--- src/rtl/mac_pkg.sv ---
// Shared types and width helpers for the multiply-accumulate stage.
package mac_pkg;

    // ACC: taking operand pairs; DONE: holding a finished sum for downstream.
    typedef enum logic {
        ACC  = 1'b0,
        DONE = 1'b1
    } mac_state_t;

    // Accumulator width: a 2W-bit product summed up to N times never overflows.
    function automatic int unsigned mac_acc_width(input int unsigned w, input int unsigned n);
        return 2 * w + $clog2(n);
    endfunction

    // Term counter width: must be able to hold the value N itself.
    function automatic int unsigned mac_cnt_width(input int unsigned n);
        return $clog2(n + 1);
    endfunction

endpackage

--- src/rtl/unsigned_parallel_multiplier.sv ---
// Combinational unsigned W x W multiplier producing a full 2W-bit product.
module unsigned_parallel_multiplier #(
    parameter int unsigned W = 4
) (
    input  logic [W-1:0]   x,
    input  logic [W-1:0]   y,
    output logic [2*W-1:0] p
);

    logic [2*W-1:0] y_ext;

    assign y_ext = {{W{1'b0}}, y};

    // Sum of shifted partial products, one per set bit of x.
    always_comb begin
        p = '0;
        for (int i = 0; i < W; i++) begin
            if (x[i]) begin
                p = p + (y_ext << i);
            end
        end
    end

endmodule

--- src/rtl/mac_accumulator.sv ---
// Dot-product stage: multiplies each accepted (x, y) pair and accumulates the
// products until N terms have been taken or a pair is flagged last, then holds
// the sum until downstream takes it.
module mac_accumulator
    import mac_pkg::*;
#(
    parameter int unsigned W  = 4,
    parameter int unsigned N  = 4,
    parameter int unsigned CW = mac_cnt_width(N),
    parameter int unsigned AW = mac_acc_width(W, N)
) (
    input  logic          clk,
    input  logic          rst,
    input  logic          in_valid,
    output logic          in_ready,
    input  logic [W-1:0]  x,
    input  logic [W-1:0]  y,
    input  logic          in_last,
    output logic          out_valid,
    input  logic          out_ready,
    output logic [AW-1:0] acc,
    output logic [CW-1:0] count
);

    mac_state_t     state_q, state_d;
    logic [AW-1:0]  acc_q, acc_d;
    logic [CW-1:0]  count_q, count_d;

    logic [2*W-1:0] p;
    logic [AW-1:0]  p_ext;
    logic [CW-1:0]  count_inc;
    logic           accept;
    logic           final_beat;

    unsigned_parallel_multiplier #(
        .W (W)
    ) u_mult (
        .x (x),
        .y (y),
        .p (p)
    );

    assign p_ext      = {{(AW - 2 * W){1'b0}}, p};
    assign count_inc  = count_q + CW'(1);
    // Readiness is gated by rst so nothing looks acceptable while resetting.
    assign in_ready   = (state_q == ACC) && !rst;
    assign accept     = in_valid && in_ready;
    assign final_beat = in_last || (count_inc == CW'(N));

    assign out_valid  = (state_q == DONE);
    assign acc        = acc_q;
    assign count      = count_q;

    // Next-state: accumulate on accept, clear the sum once it is handed off.
    always_comb begin
        state_d = state_q;
        acc_d   = acc_q;
        count_d = count_q;
        unique case (state_q)
            ACC: begin
                if (accept) begin
                    acc_d   = acc_q + p_ext;
                    count_d = count_inc;
                    if (final_beat) begin
                        state_d = DONE;
                    end
                end
            end
            DONE: begin
                if (out_ready) begin
                    state_d = ACC;
                    acc_d   = '0;
                    count_d = '0;
                end
            end
            default: begin
                state_d = ACC;
            end
        endcase
    end

    // State registers with synchronous reset taking priority over handshakes.
    always_ff @(posedge clk) begin
        if (rst) begin
            state_q <= ACC;
            acc_q   <= '0;
            count_q <= '0;
        end else begin
            state_q <= state_d;
            acc_q   <= acc_d;
            count_q <= count_d;
        end
    end

endmodule
--- config.mk ---
export PLATFORM = sky130hd
export DESIGN_NAME = mac_accumulator
export DESIGN_NICKNAME = d
export VERILOG_FILES = /design/src/rtl/mac_pkg.sv /design/src/rtl/unsigned_parallel_multiplier.sv /design/src/rtl/mac_accumulator.sv
export SDC_FILE = /design/constraint.sdc
export NUM_CORES = 1
export LEC_CHECK = 0
export ABC_AREA = 1
export BUFFER_PORTS_ARGS = -buffer_cell sky130_fd_sc_hd__buf_2
export CAP_MARGIN = 20
export CORE_MARGIN = 2
export CORE_UTILIZATION = 50
export CTS_CLUSTER_DIAMETER = 40
export DETAILED_ROUTE_END_ITERATION = 10
export GPL_TIMING_DRIVEN = 0
export PLACE_DENSITY = 0.81
export SLEW_MARGIN = 40
export SYNTH_ARGS = -nofsm -noshare
export SYNTH_HDL_FRONTEND = slang
export SYNTH_HIERARCHICAL = 1
export SYNTH_SLANG_ARGS = --single-unit
--- constraint.sdc ---
create_clock -name clk -period 5.8 [get_ports clk]
set_input_delay 1.16 -clock clk [delete_from_list [all_inputs] [get_ports clk]]
set_output_delay 1.16 -clock clk [all_outputs]
set_load 0.02 [all_outputs]
# Word level (Yosys, flattened, before mapping)
# Cells that the tools add are included.
[word_totals] in_bits=13 output_inout_bits=15 word_cells=31 reg_bits=14
[op_classes] eq_ne=3 bitwise_logic=1 n_mux=14 reduce_logical=5 addsub=5
[op_table] op="$mux 8" n=3
[op_table] op="$mux 10" n=2
[op_table] op="$pmux 10 s2" n=1
[op_table] op="$add 10x8->10" n=1
[op_table] op="$add 8x5->8" n=1
[op_table] op="$add 8x6->8" n=1
[op_table] op="$add 8x7->8" n=1
[op_table] op="$mux 3" n=2
[op_table] op="$pmux 3 s2" n=1
[op_table] op="$mux 4" n=1
[op_table] op="$ne 2x2->1 const B" n=2
[op_table] op="$add 3x1->3 const B" n=1
[op_table] op="$eq 3x3->1 const B" n=1
[op_table] op="$mux 1" n=3
[op_table] op="$logic_and 1x1->1" n=2
[op_table] op="$pmux 1 s2" n=1
[op_table] op="$reduce_and 2->1" n=1
[op_table] op="$logic_not 1->1" n=1
[op_table] op="$logic_or 1x1->1" n=1
[op_table] op="$not 1->1" n=1

# Depth between registers and ports, before layout
# Gate-level depths: netlist of the first run.
[depth] depth_word=10 depth_mapped=28 mapped_depth_nobuf=28

# By module
# Netlist of the first run, hierarchy kept.
[by_module_without_submodules] mod="mac_accumulator" seq_area_each_um2=280.3 instances=1 cells_per_inst=151 area_per_inst_um2=1052.3
[by_module_without_submodules] mod="unsigned_parallel_multiplier" seq_area_each_um2=0.0 instances=1 cells_per_inst=99 area_per_inst_um2=615.6

# Worst setup path before layout of the first run
# OpenSTA, ideal clock, no wires.
[synth_timing] path_type="input port to flip-flop" start="input y[1]" end="register acc_q[8] (netlist: acc[8])" t_arrival_ns=4.676 setup_time_ns=0.115 n_path_buf=0 setup_slack_ns=1.009 path_stages=22 required_time_ns=5.685 cell_sequence="nand2_1 inv_1 ha_1 inv_1 fa_1 o21ai_1 ha_1 inv_1 fa_1 xnor2_1 or2_1 a21boi_1 fa_1 xor2_1 nand2_1 nand2_1 ha_1 a21oi_1 o21a_1 nand2_1 a21oi_1 nor2_1"
[synth_via] elab_chain_cells=10
[synth_lines] item="start: declaration" line_no="mac_accumulator.sv:17" text="input logic [W-1:0] y,"
[synth_lines] item="$mux 4" line_no="unsigned_parallel_multiplier.sv:18" text="if (x[i]) begin"
[synth_lines] item="$add 8x5->8" line_no="unsigned_parallel_multiplier.sv:19" text="p = p + (y_ext << i);"
[synth_lines] item="$mux 8" line_no="unsigned_parallel_multiplier.sv:18"
[synth_lines] item="$add 8x6->8" line_no="unsigned_parallel_multiplier.sv:19"
[synth_lines] item="$mux 8" line_no="unsigned_parallel_multiplier.sv:18"
[synth_lines] item="$add 8x7->8" line_no="unsigned_parallel_multiplier.sv:19"
[synth_lines] item="$mux 8 *" line_no="unsigned_parallel_multiplier.sv:18"
[synth_lines] item="net p[5]" line_no="mac_accumulator.sv:29" text="logic [2*W-1:0] p;"
[synth_lines] item="$add 10x8->10 *" line_no="mac_accumulator.sv:62" text="acc_d = acc_q + p_ext;"
[synth_lines] item="$mux 10 *" line_no="mac_accumulator.sv:61" text="if (accept) begin"
[synth_lines] item="$pmux 10 s2 *" line_no="mac_accumulator.sv:59" text="unique case (state_q)"
[synth_lines] item="end signal: assignment" line_no="mac_accumulator.sv:86" text="acc_q <= '0;"
[synth_lines] item="end signal: assignment" line_no="mac_accumulator.sv:90" text="acc_q <= acc_d;"
[synth_lines] item="end: declaration" line_no="mac_accumulator.sv:26" text="logic [AW-1:0] acc_q, acc_d;"
# Mark *: on every way through the listed nets, which the timed path passes. The rest lies on a longest branch. The select of a mux whose other input is x is not followed.
# A chain may end at the register's enable or synchronous reset.

# Worst setup path after layout of the first run
[layout_timing] start="input y[1]" end="register acc_q[9] (netlist: acc[9])"
# The elaborated chain is that of the path after synthesis.

==> results of run 1 <==
-- synthesized netlist by cell type (all sizes together) --
| cell type | count |
|---|---|
| o21a | 1 |
| buf | 1 |
| nand3 | 32 |
| nand2 | 80 |
| dfxtp | 14 |
| nand4 | 2 |
| o22ai | 1 |
| ha | 21 |
| nor2 | 13 |
| clkinv | 4 |
| inv | 35 |
| a21oi | 20 |
| a31oi | 1 |
| o21ai | 5 |
| a32o | 1 |
| fa | 4 |
| xnor2 | 2 |
| nand3b | 3 |
| and2 | 2 |
| or2 | 2 |
| a21o | 1 |
| a21boi | 2 |
| xor2 | 3 |
-- final cells by class --
class | count | area, µm² | share of cell area
flip-flops and latches | 14 | 280 | 0.148
multi-input cells | 196 | 1230 | 0.649
clock buffers | 4 | 36.3 | 0.0192
well taps | 44 | 55.1 | 0.0291
inverters | 39 | 153 | 0.0806
plain buffers | 1 | 5.00 | 0.00264
repair buffers | 27 | 135 | 0.0713
-- cell families (layout without fill, tap and decap cells) --
| kind of cell | Yosys count | in the layout | synth area share |
|---|---|---|---|
| fa+ha+maj | 25 | 25 | 0.206 |
| buf+inv | 40 | 71 | 0.0945 |
| xor+xnor | 5 | 5 | 0.0263 |
| simple gates | 134 | 134 | 0.397 |
| compound gates | 32 | 32 | 0.109 |
| flops | 14 | 14 | 0.168 |
-- sequential cells by signal, summed over array words and instances, names as in the netlist --
register / count
count: 3
acc: 10
out_valid: 1
-- power by group --
part           internal [mW]  switching (mW)  total, mW  leakage [nW]
logic                 0.0639           0.102      0.166         0.899
clock network         0.0382          0.0337     0.0719        0.0210
registers              0.103         0.00620      0.109         0.114
total                  0.205           0.142      0.347          1.03
-- how the worst min path moves through the flow --
stage,cells past startpoint,start,slack [ps],to
after CTS,2,acc[6]$_SDFFE_PP0P_,490,acc[6]$_SDFFE_PP0P_
after detailed placement,2,acc[6]$_SDFFE_PP0P_,470,acc[6]$_SDFFE_PP0P_
after global routing,2,acc[6]$_SDFFE_PP0P_,520,acc[6]$_SDFFE_PP0P_
after floorplan,2,acc[0]$_SDFFE_PP0P_,550,acc[0]$_SDFFE_PP0P_
after global placement,2,acc[0]$_SDFFE_PP0P_,470,acc[0]$_SDFFE_PP0P_
final,2,acc[6]$_SDFFE_PP0P_,480,acc[6]$_SDFFE_PP0P_
-- metrics by stage --
stage | std cells | util | power (mW) | hold slack, ps
3_3_place_gp | 321 | 0.599 | 0.272 | 469
5_1_grt | 325 | 0.610 | 0.375 | 523
3_5_place_dp | 321 | 0.599 | 0.276 | 474
2_1_floorplan | 250 | - | 0.237 | 551
6_report | 325 | 0.610 | 0.347 | 485
4_1_cts | 325 | 0.610 | 0.348 | 487
-- layer usage --
| metal | up-vias | GRT usage |
|---|---|---|
| li1 | 875 | - |
| met1 | 707 | 0.254 |
| met2 | 36 | 0.412 |
| met3 | 5 | 0.0228 |
| met4 | 0 | 0.0729 |
| met5 | - | 0 |
-- tightest hold or removal path, cell delays in order (launching register included) --
cell	delay (ps)
dfxtp_1	330
nand2_1	60
a21oi_1	50
==> key figures, run 1 <==
Worst setup path
  – Critical path type: input port to flip-flop
  – Crit Reg-Reg Startpoint: acc[0]$_SDFFE_PP0P_
  – Worst setup path endpoint: acc[9]$_SDFFE_PP0P_
  – Startpoint Class: input port
  – Max incr delay on CP: 430 ps
  – Worst r2r dst: acc[8]$_SDFFE_PP0P_
  – R2r setup slk: 4040 ps
  – WP data required: 5990 ps
  – Crit-path leading delay family: adder cells
  – CP max FO: 6
  – CP Capture Type: flip-flop
  – Crit path depth: 27
  – Worst r2r path cells: 11
  – Slowest CP cell: fa_1
  – Critical path origin: y[1]
  – Crit path buf inv count: 4
  – Worst path most repeated cell: nand2_1
  – Worst EP arrival: 5170 ps

Finish
  – # diodes: 0
  – Commonest non-fill, non-tap cell in the layout: nand2_1
  – P&R area growth vs syn: 13.6%
  – Final design instance area without fill: 0.00189 mm²
  – Most frequent cells in the layout: 68 x nand2_1, 31 x inv_1, 28 x buf_2
  – Share of cells above drive strength 1: 0.217
  – Fillers: 334
  – Nets: 320

Die
  – Die area: 0.00381 mm²
  – Initial Utilization: 0.538
  – Die width: 61.8 µm
  – Die Y: 61.8 µm
  – IO Pins: 28
  – FP Rows: 20
  – CORE AREA: 0.00310 mm²

Routing
  – DRC viols: 0
  – Uppermost layer routed: met4
  – Routed WL per cell: 10.9 µm
  – Total number of vias: 1,623
  – Met2 WL: 1720 µm
  – Post-route ant nets: 0
  – DR pass1 iterations: 4
  – Drt via density: 4.99
  – Routed WL: 3550 µm
  – Initial DRC Count: 47
  – WL met3: 147 µm
  – M1 WL: 1660 µm

CTS
  – H-tree depth: 1
  – CTS tree: yes
  – # resized after CTS: 0
  – Post-CTS setup buffers: 0
  – Root Driver: clkbuf_4
  – TritonCTS Sinks: 14
  – Clock-pin transition on the worst setup and hold timing paths: 90 ps
  – CTS hold repair buffers: 0
  – Clk Latency, worst-skew pair: 280 ps
  – CTS Buffer Depth: 2
  – Total CTS buffers: 3

Pwr
  – Lkg Pwr: 1.03 nW
  – PD cells: 183 mW/mm²
  – Peak VDD IR: 141 µV

Timing
  – Crit path setup slack, layout: 818 ps
  – Fin crit period: 4980 ps
  – Pins Over Slew Limit: 0
  – Max Fclk: 0.201 GHz
  – Relative slew slack: 0.825
  – Worst Skew: 7.73 ps
  – Worst Max-Slew Pin Slew: 262 ps
  – Setup TNS: 0 ps
  – Setup-failing EPs final: 0
  – Fin. Hold Viols: 0
  – Period utilization: 0.859
  – Unrepaired setup endpoints after global routing: false

Synth
  – Synth top area share: 0.168
  – Synth area leaders: dfxtp_1 17%, ha_1 16%, nand2_1 15%, nand3_1 7.8%, inv_1 7.0%
  – Syn_area_per_cell: 6.67 µm²
  – Part of the Yosys area used for sequential elements: 0.168
  – Leading area contributor after synthesis: dfxtp_1
  – Synth Cell Area: 0.00167 mm²
  – Synth warnings: 6
  – Yosys reg bits: 14
  – Syn nets: 288
  – Mapped Cells: 250
  – Netlist cell types: 35

Min path
  – Hold Path Class: flip-flop to flip-flop

Placement
  – Routability cong.: 0.865
  – Buffers on Ports: 27
  – Dpl ws: 526 ps
  – HPWL after detailed placement: 2900 µm
  – Dpl cell area: 0.00186 mm²

Global routing
  – First-pass GRT wire length: 6360 µm
  – Vias in the first global route: 1,636
  – GR Overflow Total: 0
  – Pin count of the biggest net entering global routing: 11
  – Gr usage total: 0.218
  – Antenna violations before repair: 0

Outcome
  – Status: complete, no violations

Job
  – Max-cap viol count: 0
Note: power is estimated with default switching activity, not from simulation.
==> inputs of run 2 (changes only) <==
Settings changed: CORE_MARGIN 2 to 10.
Clock period 5.8 ns to 5.85 ns, I/O delays scaled along.
==> run 2 against run 1 <==
Effect of this change:
- core utilization fell by 0.49 points
- final cell count did not move
- largest power group unchanged
- cell area did not move
- die area rose by 59%
- routed wire length rose by 2.9%
- worst hold slack got worse by 0.91 ps
- combinational power barely moved
==> key figures, run 2 (synthesized netlist as in run 1, its figures left out) <==
Global routing
  – First-pass GRT wire length: 6510 µm
  – Gr usage total: 0.123
  – Pin count of the biggest net entering global routing: 11
  – Antenna violations before repair: 0
  – Vias in the first global route: 1,554
  – GR Overflow Total: 0

Pwr
  – Switching Fraction: 0.406
  – Clk pwr share: 0.206
  – Psw: 0.139 mW
  – Gate power share: 0.477
  – Flop pwr share: 0.317
  – PD cells: 180 mW/mm²
  – Internal Power: 0.203 mW
  – Lkg Pwr: 1.03 nW
  – Peak VDD IR: 126 µV

Worst setup path
  – Worst r2r dst: acc[8]$_SDFFE_PP0P_
  – CP max FO: 6
  – CP Capture Type: flip-flop
  – Startpoint Class: input port
  – R2r setup slk: 4110 ps
  – Crit Reg-Reg Startpoint: acc[0]$_SDFFE_PP0P_
  – Worst r2r path cells: 11
  – Worst EP arrival: 5150 ps
  – WP data required: 6030 ps
  – Critical path type: input port to flip-flop

Routing
  – Total number of vias: 1,656
  – Post-route ant nets: 0
  – Routed WL: 3660 µm
  – DR pass1 iterations: 4
  – Initial DRC Count: 102
  – Routed WL per cell: 11.2 µm
  – Drt via density: 5.10
  – DRC viols: 0

Timing
  – Relative slew slack: 0.836
  – Fin crit period: 4970 ps
  – Worst Max-Slew Pin Slew: 246 ps
  – Period utilization: 0.850
  – WHS: 484 ps
  – Setup TNS: 0 ps
  – Fin. Hold Viols: 0
  – Pins Over Slew Limit: 0
  – Worst Skew: 2.34 ps
  – Max Fclk: 0.201 GHz
  – Unrepaired setup endpoints after global routing: false
  – Setup-failing EPs final: 0

Finish
  – Most frequent cells in the layout: 68 x nand2_1, 31 x inv_1, 28 x buf_2
  – # diodes: 0
  – Share of cells above drive strength 1: 0.217
  – Largest register FFs: 10
  – Fillers: 320
  – Nets: 320
  – Commonest non-fill, non-tap cell in the layout: nand2_1
  – P&R area growth vs syn: 13.6%

CTS
  – Total CTS buffers: 3
  – Root Driver: clkbuf_4
  – # resized after CTS: 0
  – Clock-pin transition on the worst setup and hold timing paths: 80 ps
  – Post-CTS setup buffers: 0
  – CTS Buffer Depth: 2
  – CTS hold repair buffers: 0
  – CTS tree: yes
  – Clk Latency, worst-skew pair: 280 ps
  – TritonCTS Sinks: 14
  – H-tree depth: 1

Placement
  – HPWL after detailed placement: 3100 µm
  – Buffers on Ports: 27
  – Routability cong.: 0.873

Die
  – Die width: 77.8 µm
  – FP Rows: 20
  – CORE AREA: 0.00313 mm²
  – Initial Utilization: 0.533
  – Die area: 0.00605 mm²
  – Die Y: 77.8 µm
  – IO Pins: 28

Min path
  – Hold Crit Start: acc[6]$_SDFFE_PP0P_
  – Hold depth: 2
  – Hold Path Class: flip-flop to flip-flop
  – Hold Path Sink: acc[6]$_SDFFE_PP0P_

Outcome
  – Status: complete, no violations

Job
  – Max-cap viol count: 0
run 2: area by class of cell:
class                           instances  area [µm²]  share of cell area
Timing Repair Buffer                   27         135              0.0713
Sequential cell                        14         280               0.148
Buffer                                  1        5.00             0.00264
Tap cell                               44        55.1              0.0291
Inverter                               39         153              0.0806
Clock buffer                            4        36.3              0.0192
Multi-Input combinational cell        196        1230               0.649
run 2: worst max-delay path by stage:
| stage | startpoint | slack [ps] | depth (start not counted) | to |
|---|---|---|---|---|
| global route | y[1] | 500 | 27 | acc[9]$_SDFFE_PP0P_ |
| floorplan | y[1] | 1050 | 22 | acc[8]$_SDFFE_PP0P_ |
| finish | y[1] | 880 | 23 | acc[8]$_SDFFE_PP0P_ |
| detailed placement | y[1] | 560 | 27 | acc[9]$_SDFFE_PP0P_ |
| global placement | y[1] | 620 | 27 | acc[9]$_SDFFE_PP0P_ |
| CTS | y[1] | 850 | 26 | acc[7]$_SDFFE_PP0P_ |
run 2: worst max-delay path, cell delays in order:
cell and delay [ps]:
buf_2 170, nand2_1 90, inv_1 60, ha_1 160, inv_1 60, fa_1 420
o21ai_1 170, ha_1 200, inv_1 60, fa_1 400, xnor2_1 130, or2_1 210
a21boi_1 160, fa_1 440, xor2_1 160, nand2_1 60, nand2_1 50, ha_1 330
a21oi_1 270, o21a_1 150, nand2_1 70, a21oi_1 120, nor2_1 50
run 2: per-stage QoR:
step / power, mW / utilization / worst slack (ps) / cells / area (µm²)
2_1_floorplan: 0.235 / - / 1050 / 250 / 1670
3_3_place_gp: 0.271 / 0.594 / 624 / 321 / 1860
3_5_place_dp: 0.274 / 0.594 / 556 / 321 / 1860
4_1_cts: 0.346 / 0.606 / 855 / 325 / 1890
5_1_grt: 0.373 / 0.606 / 503 / 325 / 1890
6_report: 0.342 / 0.606 / 880 / 325 / 1890
run 2: per-layer routing:
metal,global-route usage,up-vias,share of wire,routed length (µm)
met3,0.0369,0,0.071,258
met5,0,-,0,0
met1,0.157,744,0.46,1690
met2,0.203,36,0.47,1710
met4,0.0128,0,0,0
li1,-,876,-,-
run 2: power by group through the flow:
stage               Sequential (mW)  Combinational (mW)  Clock (mW)
finish                        0.108               0.163      0.0702
global route                  0.109               0.186      0.0774
CTS                           0.108               0.164      0.0729
detailed placement            0.111               0.163           0
global placement              0.111               0.160           0
floorplan                     0.118               0.117           0
==> inputs of run 3 (changes only) <==
Settings changed: ABC_AREA 1 to 0, PLACE_DENSITY 0.81 to 0.85.
Clock period 5.85 ns to 4.2 ns, I/O delays scaled along.
==> run 3 against run 2 <==
Effect of this change:
- the run now ends with setup timing left
- count of clock-buffer cells in the layout is the same
- sequential cell count is the same
- routed wire length grew 23%
- core utilization grew 14 points
- via count shrank 8.2%
- register-to-register slack lost 1800 ps
- non-clock buffer count grew 20
- power grew 86%
- critical path type unchanged
- largest cell class unchanged
==> key figures, run 3 <==
Outcome
  – Status: finished with violations
  – Failing checks: setup timing

Min path
  – Hold Path Class: flip-flop to flip-flop

Placement
  – HPWL after detailed placement: 2910 µm
  – Dpl cell area: 0.00176 mm²
  – Routability cong.: 0.895
  – Buffers on Ports: 26

Pwr
  – Switching Fraction: 0.401
  – Internal Power: 0.380 mW
  – Design Power: 0.635 mW
  – Flop pwr share: 0.246
  – Clk pwr share: 0.161
  – Lkg Pwr: 1.00 nW
  – PD cells: 301 mW/mm²
  – Peak VDD IR: 182 µV
  – Gate power share: 0.593
  – Psw: 0.255 mW

Die
  – CORE AREA: 0.00283 mm²
  – Die Y: 75.3 µm
  – Die area: 0.00566 mm²
  – IO Pins: 28
  – FP Rows: 19
  – Die width: 75.3 µm
  – Initial Utilization: 0.540

Synth
  – Syn_area_per_cell: 8.48 µm²
  – Netlist cell types: 46
  – Mapped Cells: 180
  – Async SR Flop Fraction: 0
  – Synth warnings: 6
  – Top post-synthesis cells by count: 21 x ha_1, 17 x a21oi_1, 16 x nor2_1
  – Post-synth EDFFs: 0
  – Synth area leaders: dfxtp_1 18%, ha_1 17%, a21oi_1 5.6%, fa_1 5.2%, nor2_1 3.9%
  – Most common cell in the netlist: ha_1
  – Yosys reg bits: 14
  – Syn nets: 218
  – Leading area contributor after synthesis: dfxtp_1
  – Part of the Yosys area used for sequential elements: 0.184
  – Synth Cell Area: 0.00153 mm²
  – Synth top area share: 0.184
  – Top_reg_cell synth: dfxtp_1

Timing
  – Fin. Hold Viols: 0
  – Worst Skew: 9.18 ps
  – Period utilization: 1.18
  – Setup-failing EPs final: 6
  – WHS: 470 ps
  – Pins Over Slew Limit: 0
  – Unrepaired setup endpoints after global routing: true
  – Fin crit period: 4960 ps
  – Relative slew slack: 0.532
  – Max Fclk: 0.202 GHz
  – Crit path setup slack, layout: -759 ps
  – Worst Max-Slew Pin Slew: 702 ps

Routing
  – Routed WL per cell: 17.4 µm
  – DRC viols: 0
  – Routed WL: 4510 µm
  – Total number of vias: 1,520
  – DR pass1 iterations: 4
  – Post-route ant nets: 0
  – Drt via density: 5.87
  – Initial DRC Count: 63

Global routing
  – Antenna violations before repair: 0
  – Gr usage total: 0.149
  – First-pass GRT wire length: 6650 µm
  – GR Overflow Total: 0
  – Vias in the first global route: 1,527
  – Pin count of the biggest net entering global routing: 11

Worst setup path
  – CP max FO: 4
  – CP Capture Type: flip-flop
  – Critical path type: input port to flip-flop
  – WP data required: 4390 ps
  – Startpoint Class: input port
  – Worst EP arrival: 5150 ps

CTS
  – Clock-pin transition on the worst setup and hold timing paths: 90 ps
  – Clk Latency, worst-skew pair: 290 ps
  – CTS tree: yes
  – CTS hold repair buffers: 0
  – CTS Buffer Depth: 2
  – Total CTS buffers: 3
  – TritonCTS Sinks: 14
  – Root Driver: clkbuf_4
  – H-tree depth: 1

Finish
  – # diodes: 0
  – Share of cells above drive strength 1: 0.439
  – P&R area growth vs syn: 38.3%
  – Core Util, Final: 0.746
  – Final design instance area without fill: 0.00211 mm²
  – Nets: 267
  – Largest register FFs: 10
  – Most frequent cells in the layout: 23 x buf_2, 16 x nor2_1, 15 x ha_1, 15 x buf_4, 14 x dfxtp_1
  – Commonest non-fill, non-tap cell in the layout: buf_2

Job
  – Max-cap viol count: 0
==> run 3: cell count changes after synthesis, sizes merged, moves of 5 or more <==
cell	delta
o21ai	+5
nand2	-67
mux2i	+5
inv	-22
nand3	-27
==> run 3: final timing paths <==
kind                             from                  end  slack, ps  cells past startpoint
setup / recovery                 y[1]  acc[8]$_SDFFE_PP0P_       -760                     21
hold / removal    acc[9]$_SDFFE_PP0P_  acc[9]$_SDFFE_PP0P_        470                      2
setup reg to reg  acc[0]$_SDFFE_PP0P_  acc[8]$_SDFFE_PP0P_       2330                      8
hold reg to reg   acc[9]$_SDFFE_PP0P_  acc[9]$_SDFFE_PP0P_        470                      2
==> run 3: repair_timing <==
item / 4_1_cts / 5_1_grt
buffers inserted: 15 / 7
setup endpoints to repair: 6 / 7
gates resized for setup: 13 / 30
pin swaps: 7 / 12
==> run 3: kinds of logic (layout without fill, tap and decap cells) <==
group           count (synthesis)  count (layout)  synth area share
compound gates                 48              48             0.209
xor+xnor                       11              11            0.0631
fa+ha+maj                      26              26             0.231
flops                          14              14             0.184
simple gates                   55              55             0.194
mux                             9               9            0.0623
buf+inv                        17              65            0.0566
==> run 3: metal layers <==
layer / global-route usage / wire (µm) / up-vias
li1: - / - / 740
met1: 0.167 / 1850 / 701
met2: 0.273 / 2260 / 60
met3: 0.0289 / 238 / 19
met4: 0.0536 / 162 / 0
met5: 0 / 0 / -
==> run 3: critical path, stage by stage <==
cell and delay (ps):
buf_12 100, and2_4 160, ha_4 160, inv_2 50, fa_2 460, mux2i_4 180, ha_2 220, inv_2 50
fa_1 490, nand2_2 70, a21boi_2 160, ha_2 210, fa_2 360, xor2_1 160, a32oi_1 180, o31ai_1 140
ha_2 240, or4_4 520, o211ai_2 160, xor2_1 170, nor2_1 50
==> run 3: final cells by class <==
type / instances / area, µm²
flip-flops and latches: 14 / 280
repair buffers: 44 / 304
multi-input cells: 149 / 1370
clock buffers: 4 / 36.3
fillers: 184 / 718
well taps: 31 / 38.8
plain buffers: 4 / 37.5
inverters: 13 / 48.8
==> run 3: per-stage QoR <==
stage               setup slack, ps  TNS [ps]  cells
global placement               -949     -4740    237
finish                         -759     -3180    259
floorplan                      -514     -2060    180
global route                   -868     -3950    259
detailed placement             -994     -5150    237
CTS                            -563     -2530    256
==> run 3: power groups by stage <==
stage	combinational [mW]	sequential, mW	clock [mW]
2_1_floorplan	0.185	0.172	0
3_3_place_gp	0.253	0.159	0
3_5_place_dp	0.262	0.159	0
4_1_cts	0.310	0.156	0.101
5_1_grt	0.407	0.158	0.109
6_report	0.377	0.156	0.102
